## config.mk

```make
export PLATFORM = sky130hd
export DESIGN_NAME = ab_encoder
export DESIGN_NICKNAME = d
export VERILOG_FILES = /design/src/rtl/ab_encoder.sv
export SDC_FILE = /design/constraint.sdc
export NUM_CORES = 1
export LEC_CHECK = 0
export BUFFER_PORTS_ARGS = -buffer_cell sky130_fd_sc_hd__buf_2
export CORE_MARGIN = 1
export CORE_UTILIZATION = 43
export CTS_BUF_LIST = sky130_fd_sc_hd__clkbuf_8
export DETAILED_ROUTE_END_ITERATION = 16
export MAX_ROUTING_LAYER = met4
export PLACE_DENSITY = 0.71
export SYNTH_ARGS = -nofsm -noshare
export SYNTH_HDL_FRONTEND = slang
export SYNTH_SLANG_ARGS = --single-unit
```

## constraint.sdc

```tcl
create_clock -name clk -period 4.8 [get_ports clk]
set_input_delay 0.48 -clock clk [delete_from_list [all_inputs] [get_ports clk]]
set_output_delay 0.48 -clock clk [all_outputs]
set_load 0.02 [all_outputs]
```

## src/rtl/ab_encoder.sv

```systemverilog
// ab_encoder: packs A/B set-points into W = A*RADIX + B with a shift-add multiplier
module ab_encoder #(
  parameter int RADIX = 64,
  parameter int WW    = 13,
  parameter int AW    = 7
) (
  input  logic          clk,
  input  logic          reset,
  input  logic          start,
  input  logic [AW-1:0] A_val,
  input  logic [AW-1:0] B_val,
  output logic [WW-1:0] W,
  output logic          busy,
  output logic          done,
  output logic          err
);
  localparam int ACCW = 2*AW+1;
  localparam int IW   = $clog2(AW);
  typedef enum logic [1:0] {IDLE, MUL, ADD, DONE} state_t;
  state_t          r_state, w_next;
  logic [AW-1:0]   r_a, r_b;
  logic [IW-1:0]   r_idx;
  logic [ACCW-1:0] r_acc;
  logic            r_chk, r_done, r_err;
  logic [WW-1:0]   r_w;
  logic [ACCW-1:0] w_radix, w_sum;
  logic            w_over;
  assign w_radix = ACCW'(RADIX);
  assign w_sum   = r_acc + ACCW'(r_b);
  assign w_over  = (r_b >= AW'(RADIX)) || (w_sum > ACCW'((1 << WW) - 1));
  assign W    = r_w;
  assign busy = r_state != IDLE;
  assign done = r_done;
  assign err  = r_err;
  // next state: one pass through the bits of A, then add B, then report
  always_comb begin
    w_next = r_state;
    case (r_state)
      IDLE:    w_next = start ? MUL : IDLE;
      MUL:     w_next = (r_idx == IW'(AW-1)) ? ADD : MUL;
      ADD:     w_next = DONE;
      default: w_next = IDLE;
    endcase
  end
  // state register and datapath; W only changes on an error-free result
  always_ff @(posedge clk) begin
    if (reset) begin
      r_state <= IDLE;
      r_a     <= '0;
      r_b     <= '0;
      r_idx   <= '0;
      r_acc   <= '0;
      r_chk   <= 1'b0;
      r_w     <= '0;
      r_done  <= 1'b0;
      r_err   <= 1'b0;
    end else begin
      r_state <= w_next;
      r_done  <= r_state == DONE;
      case (r_state)
        IDLE: if (start) begin
          r_a   <= A_val;
          r_b   <= B_val;
          r_acc <= '0;
          r_idx <= '0;
          r_err <= 1'b0;
        end
        MUL: begin
          r_acc <= r_a[r_idx] ? r_acc + (w_radix << r_idx) : r_acc;
          r_idx <= r_idx + 1'b1;
        end
        ADD: begin
          r_acc <= w_sum;
          r_chk <= w_over;
        end
        default: begin
          r_err <= r_chk;
          if (!r_chk) r_w <= r_acc[WW-1:0];
        end
      endcase
    end
  end
endmodule

```

# Word level (Yosys, flattened, before mapping)
# Index checks and enable logic that the tools add are counted.
[word_totals] register_bits=50 latchBits=0 ramBits=0 rom_bits=0 in_bits=17 wordCells=49 memories=0
[op_classes] n_addsub=3 mul=0 n_div=0 n_lt_le_gt_ge=3 n_eq_ne=6 shifts=1 mux=12 bitwise_logic=3 n_reduce_logical=12
[op_table] op="15-bit case mux with 3 select lines" n=1
[op_table] op="15-bit two-way mux" n=2
[op_table] op="15-bit adder" n=1
[op_table] op="15-bit by 7-bit adder with 15-bit output" n=1
[op_table] op="15-bit by 13-bit > comparator with 1-bit output (second input constant)" n=1
[op_table] op="7-bit by 3-bit left shift with 15-bit output (first input constant)" n=1
[op_table] op="2-bit AND reduction" n=4
[op_table] op="7-bit greater-or-equal comparator (second input constant)" n=1
[op_table] op="2-bit case mux with 3 select lines" n=1
[op_table] op="3-bit case mux with 2 select lines" n=1
[op_table] op="2-bit equality test (second input constant)" n=2
[op_table] op="3-bit by 4-bit < comparator with 1-bit output (second input constant)" n=1
[op_table] op="2-bit inequality test (second input constant)" n=2
[op_table] op="2-bit nonzero test" n=2
[op_table] op="3-bit by 1-bit adder with 3-bit output (second input constant)" n=1
[op_table] op="1-bit binary-select mux with 3-bit select" n=1
[op_table] op="3-bit equality test (second input constant)" n=1
[op_table] op="1-bit two-way mux" n=3
[op_table] op="3-bit two-way mux" n=1
[op_table] op="1-bit inverter" n=3
[op_table] op="3-bit AND reduction" n=1
[op_table] op="3-bit nonzero test" n=1
[op_table] op="3-bit OR reduction" n=1
[op_table] op="2-bit by 1-bit equality test with 1-bit output (second input constant)" n=1
[op_table] op="other kinds (5)" n=5

# Depth between registers and ports, before layout
[depth] word_depth=4 mapped_depth=12 ltp_nobuf=12

# Worst setup path after synthesis
# No wires, ideal clock.
[synth_path] kind="reg-to-reg" start="register r_idx[1]" end="register r_acc[12]" t_arrival_ps=2174 t_required_ps=4665 setup_slack_ps=2491 path_stages_with_launch=13 path_buffers=0 period_less_slack_ps=2309 path_cell_list="dfxtp_1 > inv_1 > ha_1 > nor2b_1 > ha_1 > inv_1 > fa_1 > nor2b_1 > o31a_1 > nor4_1 > a41o_1 > o31ai_2 > a21oi_2"
[synth_between] elab_chain_len=4 elab_cells_between_ends=8
[synth_lines] item="start, declared" line="22" source="logic [IW-1:0] r_idx;"
[synth_lines] item="start signal, assigned" line="70" source="r_idx <= r_idx + 1'b1;"
[synth_lines] item="7-bit by 3-bit left shift with 15-bit output or 1-bit binary-select mux with 3-bit select (tied branches)" line="69" source="r_acc <= r_a[r_idx] ? r_acc + (w_radix << r_idx) : r_acc;"
[synth_lines] item="15-bit adder or 1-bit two-way mux (tied branches)" line="69"
[synth_lines] item="15-bit two-way mux or 2-bit inequality test (tied branches)"
[synth_lines] item="15-bit case mux with 3 select lines or 3-bit AND reduction (tied branches)"
[synth_lines] item="end signal, assigned" line="69"
[synth_lines] item="end signal, assigned" line="73" source="r_acc <= w_sum;"
[synth_lines] item="end, declared" line="23" source="logic [ACCW-1:0] r_acc;"
# Several ways; a longest one is shown, not always the timed one. The select of a mux whose other input is x is not followed.
# A chain may end at the register's enable or synchronous reset.

# Final worst setup path
[layout_path] start="register r_idx[2]" end="register r_acc[13]"
# Same word-level chain as after synthesis.

==> metrics.csv <==
metric,value,unit
top_reg_cell synth,dfxtp_1,
"Largest delay share family, worst path",compound AO/OA/AOI/OAI gates,
relative slew slack,36.5,%
row cnt,29,
hold buffer count at cts,0,
Final Worst Setup Slack,2.22,ns
final setup vio count,0,
Routed Antenna Nets,0,
Fmax achieved,388,MHz
Port-buffer cells,32,
Gate Count Post-Synth,364,
crit path max fanout,12,
Clock Skew,0.0104,ns
layout cell share with drive strength beyond 1,15.3,%
power per cell area,237,nW/um^2
die area,7260,sq um
H-tree level count,2,
CP Capture Point,r_acc[13]$_SDFFE_PP0P_,
GPL Wtd Cong,0.930,
clock slew at reported path FFs,0.10,ns
stages on the worst setup path,10,
Antenna diodes,0,
initial antenna violation count,0,
Fill cells,674,
DR vias,2585,
fraction of the mapped netlist area in adder cells,11.9,%
core area,6530,sq um
fin crit share,53.7,%
Synth Area in Compound Gates,25.4,%
outcome,completed,
Area Overhead vs Synth,8.96,%
Yosys reg bits,50,
Critical Path End Type,flop,
"Net Count, Synth",408,
vias in the first global route,2314,
RR Endpoint,r_acc[13]$_SDFFE_PP0P_,
Worst R2R Setup Slack,2.22,ns
Post-Synth XOR/XNOR Area,2.65,%
Max-cap violations,0,
Critical Path Max Stage Delay,0.59,ns
Initial DRT Pass Iterations,5,
hold path cells,3,
Post-synth EDFFs,0,
reg2reg start,r_idx[2]$_SDFFE_PP0P_,
CTS tree,yes,
synthesized cell area,2980,sq um
Synth cell types,53,
Chip Width,85.2,microns
first-pass GRT wire length,11000,microns
I/O pins,33,
setup TNS,0,ns
Total Routing Usage GR,19.4,%
CP startpoint kind,flop,
post-synthesis simple-gate area fraction,19.4,%
DRC violations left,0,
Final Hold Fails,0,
RSZ-0062 raised after global routing,no,
CTS Buf Count,5,
post-detail-place hpwl,4930,microns
total global routing overflow,0,
Starting Density,45.6,%
Root Driver,clkbuf_8,
crit path kind,flop to flop,
clk_lat worst skew,0.31,ns
die height,85.2,microns
crit path from,r_idx[2]$_SDFFE_PP0P_,
worst-margin pin slew,0.953,ns
Hold Path Class,input port to flop,
R2R depth,10,
vias per inst,5.58,
largest family of logic cells by synthesized area,compound AO/OA/AOI/OAI gates,
postcts setup bufs,0,
pre-CTS WS,2.25,ns
critical path's slowest cell,dfxtp_1,
warning count from the yosys run,0,
mux contribution to synthesized area,2.02,%
"Arr. time, crit path",2.77,ns
crit-path cells,inv_1 > nand2_1 > inv_1 > ha_1 > a211oi_1 > o21bai_1 > a211oi_1 > o21ai_0 > xor2_1 > a32o_1,
post-synthesis sequential area ratio,33.6,%
pin count of the biggest net entering global routing,51,
# nets final,429,
Final Max Slew Viols,0,
Post-synth ARST share,0,%
Peak VDD IR,200,uV
final wirelength,6630,microns
CTS Buffer Depth,2,
Leakage,1.31,nW
Tmin final,2.58,ns
wire per inst,14.3,microns
critical path required time,4.99,ns
"Gates resized, CTS repair",0,
1st-iter DRT viols,195,
"Avg Cell Area, Syn",8.17,sq um
TritonCTS Sinks,50,
CP Buf/Inv Count,2,
[cells in the final DEF (no fill, tap or decap), types with 4 or more instances in the layout]
master / n
nand2_1: 66
dfxtp_1: 50
a21oi_1: 39
buf_2: 32
ha_1: 25
inv_1: 18
nor2_1: 18
a211oi_1: 9
nor2b_1: 7
o21ai_0: 7
nand3_1: 7
a22oi_1: 7
a31oi_1: 6
o21ai_1: 6
o21ai_2: 6
and2_1: 5
nor4_1: 5
xnor2_1: 5
a21oi_2: 5
clkbuf_8: 5
xor2_1: 4
[worst register-to-register path, delay by kind of cell, from the launching register on]
| kind | cells | cell delay, ns |
|---|---|---|
| buffers and inverters | 2 | 0.17 |
| AND/OR/NAND/NOR | 1 | 0.14 |
| adder cells (fa/ha/maj) | 1 | 0.28 |
| XOR/XNOR | 1 | 0.17 |
| flip-flops | 1 | 0.59 |
| AO/OA/AOI/OAI | 5 | 1.11 |
[how the worst min path moves through the flow]
stage / slack [ns] / endpoint / startpoint
after global routing: 0.39 / r_b[4]$_SDFFE_PP0P_ / B_val[4]
after floorplan: 0.43 / r_a[3]$_SDFFE_PP0P_ / r_a[3]$_SDFFE_PP0P_
final: 0.40 / r_a[3]$_SDFFE_PP0P_ / A_val[3]
after detailed placement: 0.44 / W[3]$_SDFFE_PP0P_ / W[3]$_SDFFE_PP0P_
after CTS: 0.40 / r_a[3]$_SDFFE_PP0P_ / A_val[3]
after global placement: 0.44 / W[3]$_SDFFE_PP0P_ / W[3]$_SDFFE_PP0P_
[state kept, by name, summed over array words and instances, names as in the netlist]
name     count
r_a          7
r_b          7
r_chk        1
err          1
done         1
W           13
r_acc       15
r_state      2
r_idx        3
[synthesized netlist by cell type, drive strengths merged, types with 6 or more instances]
master,number,area share [%]
a22oi,7,1.8
buf,6,1.3
nand2,66,8.3
nor2b,7,1.5
a211oi,9,2.3
nor2,20,2.7
a21oi,44,8.0
nand3,7,1.2
dfxtp,50,34
clkbuf,12,1.5
o21ai,20,4.5
ha,25,11
a31oi,6,1.3
inv,18,2.3
[cell families after synthesis]
family,after synthesis
DFF,50
adders and majority gates,27
buffers and inverters,36
and+or+nand+nor,126
xor gates and xnor gates,9
muxes,4
AOI/OAI and AO/OA,112
[report_power, final]
group          internal, mW  leakage, nW  switching [mW]
sequential            0.424        0.405         0.00725
combinational        0.0287        0.863          0.0543
clock                 0.104       0.0408           0.149
total                 0.557         1.31           0.210
[per-stage QoR]
stage	util, %	instance area [sq um]	hold WS [ns]	std cells	power (mW)
2_1_floorplan	-	2980	0.432	364	0.502
3_3_place_gp	48.2	3150	0.442	455	0.522
3_5_place_dp	48.2	3150	0.443	455	0.523
4_1_cts	49.6	3240	0.396	463	0.773
5_1_grt	49.6	3240	0.392	463	0.803
6_report	49.6	3240	0.398	463	0.767
[routing by layer]
layer  vias up  part of all wire, %  GRT usage, %  wire [microns]
met4         0                 0.48          3.70              32
met5         -                    0             -               0
li1       1334                    -             -               -
met2        73                   45          29.3            2950
met3         4                  6.4          4.09             422
met1      1174                   49          26.8            3220
[area by class of cell]
class | instances | area (sq um) | share of cell area, %
Multi-Input combinational cell | 278 | 1820 | 56.3
Sequential cell | 50 | 1000 | 30.9
Timing Repair Buffer | 32 | 160 | 4.94
Tap cell | 77 | 96.3 | 2.97
Clock buffer | 5 | 68.8 | 2.12
Inverter | 18 | 67.6 | 2.08
Clock inverter | 3 | 23.8 | 0.733
Note: power is estimated with default switching activity, not from simulation.
